File: config.mk
export PLATFORM = sky130hd
export DESIGN_NAME = fp16_to_fixed_pipe
export DESIGN_NICKNAME = d
export VERILOG_FILES = /design/src/rtl/fp16_to_fixed_pipe.sv
export SDC_FILE = /design/constraint.sdc
export NUM_CORES = 1
export LEC_CHECK = 0
export ABC_AREA = 1
export ABC_CLOCK_PERIOD_IN_PS = 5600
export BUFFER_PORTS_ARGS = -buffer_cell sky130_fd_sc_hd__clkbuf_2
export CAP_MARGIN = 10
export CORE_ASPECT_RATIO = 1.75
export CORE_MARGIN = 4
export CORE_UTILIZATION = 50
export CTS_CLUSTER_SIZE = 28
export DETAILED_ROUTE_END_ITERATION = 10
export PLACE_DENSITY = 0.7
export SETUP_SLACK_MARGIN = 0.15
export SLEW_MARGIN = 20
export SYNTH_ARGS = -nofsm -noshare
export SYNTH_HDL_FRONTEND = slang
export SYNTH_SLANG_ARGS = --single-unit
File: constraint.sdc
create_clock -name clk -period 5.6 [get_ports clk]
set_input_delay 0.56 -clock clk [delete_from_list [all_inputs] [get_ports clk]]
set_output_delay 0.56 -clock clk [all_outputs]
set_load 0.02 [all_outputs]
File: src/rtl/fp16_to_fixed_pipe.sv
// fp16_to_fixed_pipe: 3-stage fp16 -> signed Q(15-FRAC_BITS).FRAC_BITS converter, RNE rounding, saturation
module fp16_to_fixed_pipe #(
  parameter int FRAC_BITS = 12
) (
  input  logic        clk,
  input  logic        reset,
  input  logic        in_valid,
  output logic        in_ready,
  input  logic [15:0] in_data,
  output logic        out_valid,
  input  logic        out_ready,
  output logic [15:0] out_data,
  output logic        out_ovf
);
  logic adv;
  logic v1_q, s1_q, spc1_q, nan1_q;
  logic [10:0] sig1_q;
  logic [4:0] e1_q;
  logic v2_q, s2_q, spc2_q, nan2_q;
  logic [32:0] mag2_q;
  logic v3_q, ovf3_q;
  logic [15:0] data3_q;
  logic signed [6:0] sh;
  logic [4:0] rsh;
  logic [34:0] ext;
  logic [32:0] mag_d, lim;
  logic ovf_d;
  logic [15:0] data_d;
  assign adv = !v3_q || out_ready;
  assign in_ready = adv;
  assign out_valid = v3_q;
  assign out_data = data3_q;
  assign out_ovf = ovf3_q;
  // Right shifts keep the dropped bits below ext[24] for guard/round/sticky.
  always_comb begin
    sh = 7'(e1_q) - 7'sd25 + 7'(FRAC_BITS);
    rsh = 5'(-sh);
    ext = {sig1_q, 24'b0} >> rsh;
    mag_d = sh[6] ? 33'(ext[34:24]) + 33'(ext[23] && (ext[22] || (|ext[21:0]) || ext[24]))
                  : 33'(sig1_q) << sh[4:0];
    lim = s2_q ? 33'd32768 : 33'd32767;
    ovf_d = v2_q && (spc2_q || mag2_q > lim);
    data_d = !v2_q ? 16'h0000
           : spc2_q ? ((nan2_q || !s2_q) ? 16'h7FFF : 16'h8000)
           : ovf_d ? (s2_q ? 16'h8000 : 16'h7FFF)
           : s2_q ? -mag2_q[15:0] : mag2_q[15:0];
  end
  always_ff @(posedge clk) begin
    if (reset) begin
      {v1_q, s1_q, spc1_q, nan1_q, sig1_q, e1_q} <= '0;
      {v2_q, s2_q, spc2_q, nan2_q, mag2_q} <= '0;
      {v3_q, ovf3_q, data3_q} <= '0;
    end else if (adv) begin
      v1_q <= in_valid;
      s1_q <= in_data[15];
      e1_q <= (in_data[14:10] == 5'd0) ? 5'd1 : in_data[14:10];
      sig1_q <= {|in_data[14:10], in_data[9:0]};
      spc1_q <= &in_data[14:10];
      nan1_q <= (&in_data[14:10]) && (|in_data[9:0]);
      v2_q <= v1_q;
      s2_q <= s1_q;
      spc2_q <= spc1_q;
      nan2_q <= nan1_q;
      mag2_q <= mag_d;
      v3_q <= v2_q;
      ovf3_q <= ovf_d;
      data3_q <= data_d;
    end
  end
endmodule

==> flow_summary.json <==
{
  "cts_resized": 0,
  "syn-num-nets": 949,
  "syn_to_final_growth_pct": 7.977,
  "ys_seq_area_share_pct": 26.30,
  "grt_util_all_layers_pct": 24.64,
  "grt_max_degree": 86,
  "n_antenna_cell": 0,
  "dpl.cell_count": 1039,
  "drt_drc_violations_left": 0,
  "h-tree-depth": 3,
  "ys_warn_count": 0,
  "post_drt_wl_per_cell_microns": 14.92,
  "setup_slack_ps": 1470,
  "placed_cell_area_sq_um": 5859,
  "synthCells": 909,
  "viasPerCell": 5.458,
  "clockRootBuffer": "clkbuf_16",
  "core_sq_um": 11170,
  "power.total_mw": 1.752,
  "gp_congestion": 0.9415,
  "reg2reg_to": "mag2_q[10]",
  "vias": 5758,
  "post_synth_num_cell_types": 51,
  "clock-sinks": 75,
  "synth-seq-cells": 75,
  "ir_drop_v": 0.0001844,
  "synth_enable_flop_cells": 0,
  "cp.arrival_ps": 4320,
  "path_max_fanout": 28,
  "cts.path.max_buffers": 2,
  "worstSkewPairLatency_ps": 340,
  "postRouteAntennaNets": 0,
  "cts.reportedPaths.clkPinSlew_ps": 70,
  "fin_skew_ps": 6.552,
  "status": "complete, no violations",
  "r2r_cells": 20,
  "fillCellCount": 1168,
  "hpwlAfterDp_microns": 12030,
  "cp.required_ps": 5790,
  "p_leak_nw": 2.911,
  "drt_first_iter_violations": 283,
  "grt_antenna_before_repair": 0,
  "worst_slew_pin_slew_ps": 1019,
  "cts-hold-fix-buffers": 0,
  "drv_slew": 0,
  "layout_worst_path_cycle_share_pct": 73.76,
  "worst_setup_path_start_kind": "register",
  "finalSetupViolations": 0,
  "syn_area_sq_um": 5709,
  "avgSynthCellArea_sq_um": 6.281,
  "place_ws_ps": 1527,
  "critical_path_class": "register to register",
  "grt_pass1_wl_microns": 25400,
  "reg2reg_from": "e1_q[0]",
  "grt_overflow": 0,
  "ys_dominant_reg_cell": "dfxtp_1",
  "tns_ps": 0,
  "die_y_microns": 149.4,
  "first_global_vias": 5380,
  "rsz0062_at_grt": "false",
  "fin_crit_ps": 4130,
  "pwr_density_cell_nw_per_um2": 284.1,
  "postCtsSetupBuffers": 0,
  "fin_nets": 958,
  "cts-buffers-inserted": 9,
  "die_area_sq_um": 13260,
  "rrSetupSlack_ps": 1470,
  "cp-end-kind": "register",
  "num_io_pins": 39,
  "io_buffers": 38,
  "hold_viol": 0,
  "initial_core_util_pct": 51.13,
  "relSlewSlack_pct": 32.04,
  "first_pass_iters": 5,
  "drv_cap": 0,
  "synthArstFlopShare_pct": 0,
  "worstSetupStartpoint": "e1_q[0]",
  "stdcell_area_sq_um": 6165,
  "die_x_microns": 88.78,
  "cts_tree": "yes",
  "rows": 51,
  "cp-endpoint": "mag2_q[10]",
  "fin_cells": 1055,
  "drt_wl_total_microns": 15740,
  "drive_gt1_share_pct": 14.95,
  "maxClockFrequency_mhz": 242.1,
  "worstHoldPathType": "register to register"
}
## synth_stat cells (9+ instances only)
cell type / number / area (sq um)
dfxtp_1: 75 / 1501
nor2_1: 80 / 300.3
inv_2: 10 / 37.54
a21oi_1: 64 / 320.3
nand4_1: 13 / 81.33
xor2_1: 9 / 78.83
nor4_1: 9 / 56.30
nand2_4: 9 / 101.4
ha_1: 20 / 250.2
nand2_1: 289 / 1085
clkbuf_1: 23 / 86.33
nand3_2: 9 / 90.09
nor3_1: 14 / 70.07
inv_1: 62 / 232.7
nand3_1: 41 / 205.2
nand2_2: 24 / 150.1
o21ai_0: 66 / 330.3
## where the power goes
part / internal (mW) / leakage, nW / switching (mW)
Sequential: 0.560 / 0.611 / 0.0267
Combinational: 0.171 / 2.15 / 0.387
Clock: 0.352 / 0.149 / 0.255
## critical path: stages (launching register included)
cell and delay, ps:
dfxtp_1 890, inv_4 190, ha_1 790, inv_1 340, nand2_4 160, nand2_4 100, nand2_1 100, nand3_1 160
inv_1 90, nand2_1 50, nand2_1 90, nand2_2 70, nor2_4 120, ha_1 220, nand2_2 80, nor2_4 120
nand2_2 70, inv_2 80, nand4_1 90, nand3_2 100, a21oi_2 50
## stage by stage
| step | util (%) | hold WS, ps |
|---|---|---|
| floorplan | - | 413.8 |
| global placement | 52.47 | 427.6 |
| detailed placement | 52.47 | 431.9 |
| CTS | 55.20 | 443.6 |
| global route | 55.20 | 458.8 |
| finish | 55.20 | 443.1 |
## kinds of logic (layout without fill, tap and decap cells)
logic type               Yosys count  count (layout)  share of synthesized area, %
AND/OR/NAND/NOR                  515             515                         41.79
AO/OA/AOI/OAI                    167             167                         16.15
buffers and inverters            119             133                         9.358
flip-flops                        75              75                         26.30
adder cells (fa/ha/maj)           20              20                         4.383
XOR/XNOR                          12              12                         1.841
multiplexers                       1               1                        0.1753
## cells in the final DEF, fill, tap and decap left out, drive strengths merged, types with 2 or more instances in the layout
cell type / n
nand2: 322
nor2: 91
inv: 78
dfxtp: 75
o21ai: 73
a21oi: 67
nand3: 52
clkbuf: 47
ha: 20
nor3: 14
nand4: 13
nor4: 9
xor2: 9
a22oi: 8
a31oi: 7
or2: 7
buf: 4
and2: 3
xnor2: 3
o211ai: 3
o21a: 2
nand3b: 2
clkinv: 2
## layout make-up
type / instances / area [sq um] / area share [%]
multi-input combinational: 715 / 3681 / 59.71
sequential: 75 / 1501 / 24.36
inverter: 75 / 291.5 / 4.729
clock buffer: 9 / 225.2 / 3.653
timing repair buffer: 42 / 220.2 / 3.572
tap: 132 / 165.2 / 2.679
clock inverter: 7 / 80.08 / 1.299
## worst min path at each step
| stage | start | endpoint | slack, ps | depth (start not counted) |
|---|---|---|---|---|
| after floorplan | mag2_q[30] | mag2_q[30] | 410 | 2 |
| after global placement | mag2_q[30] | mag2_q[30] | 430 | 2 |
| after detailed placement | mag2_q[30] | mag2_q[30] | 430 | 2 |
| after CTS | mag2_q[30] | mag2_q[30] | 440 | 2 |
| after global routing | mag2_q[30] | mag2_q[30] | 460 | 2 |
| final | mag2_q[30] | mag2_q[30] | 440 | 2 |
## per-layer routing
layer	global-route usage (%)	part of all wire (%)
met1	23.34	36
met2	46.73	54
met3	2.819	3.0
met4	17.02	7.0
met5	0	0
## flip-flops by register name (all words and copies together), names as in the netlist, 5 cells and up
| signal | flops |
|---|---|
| mag2_q | 33 |
| e1_q | 5 |
| out_data | 16 |
| sig1_q | 11 |
(Power assumes the default switching activity.)
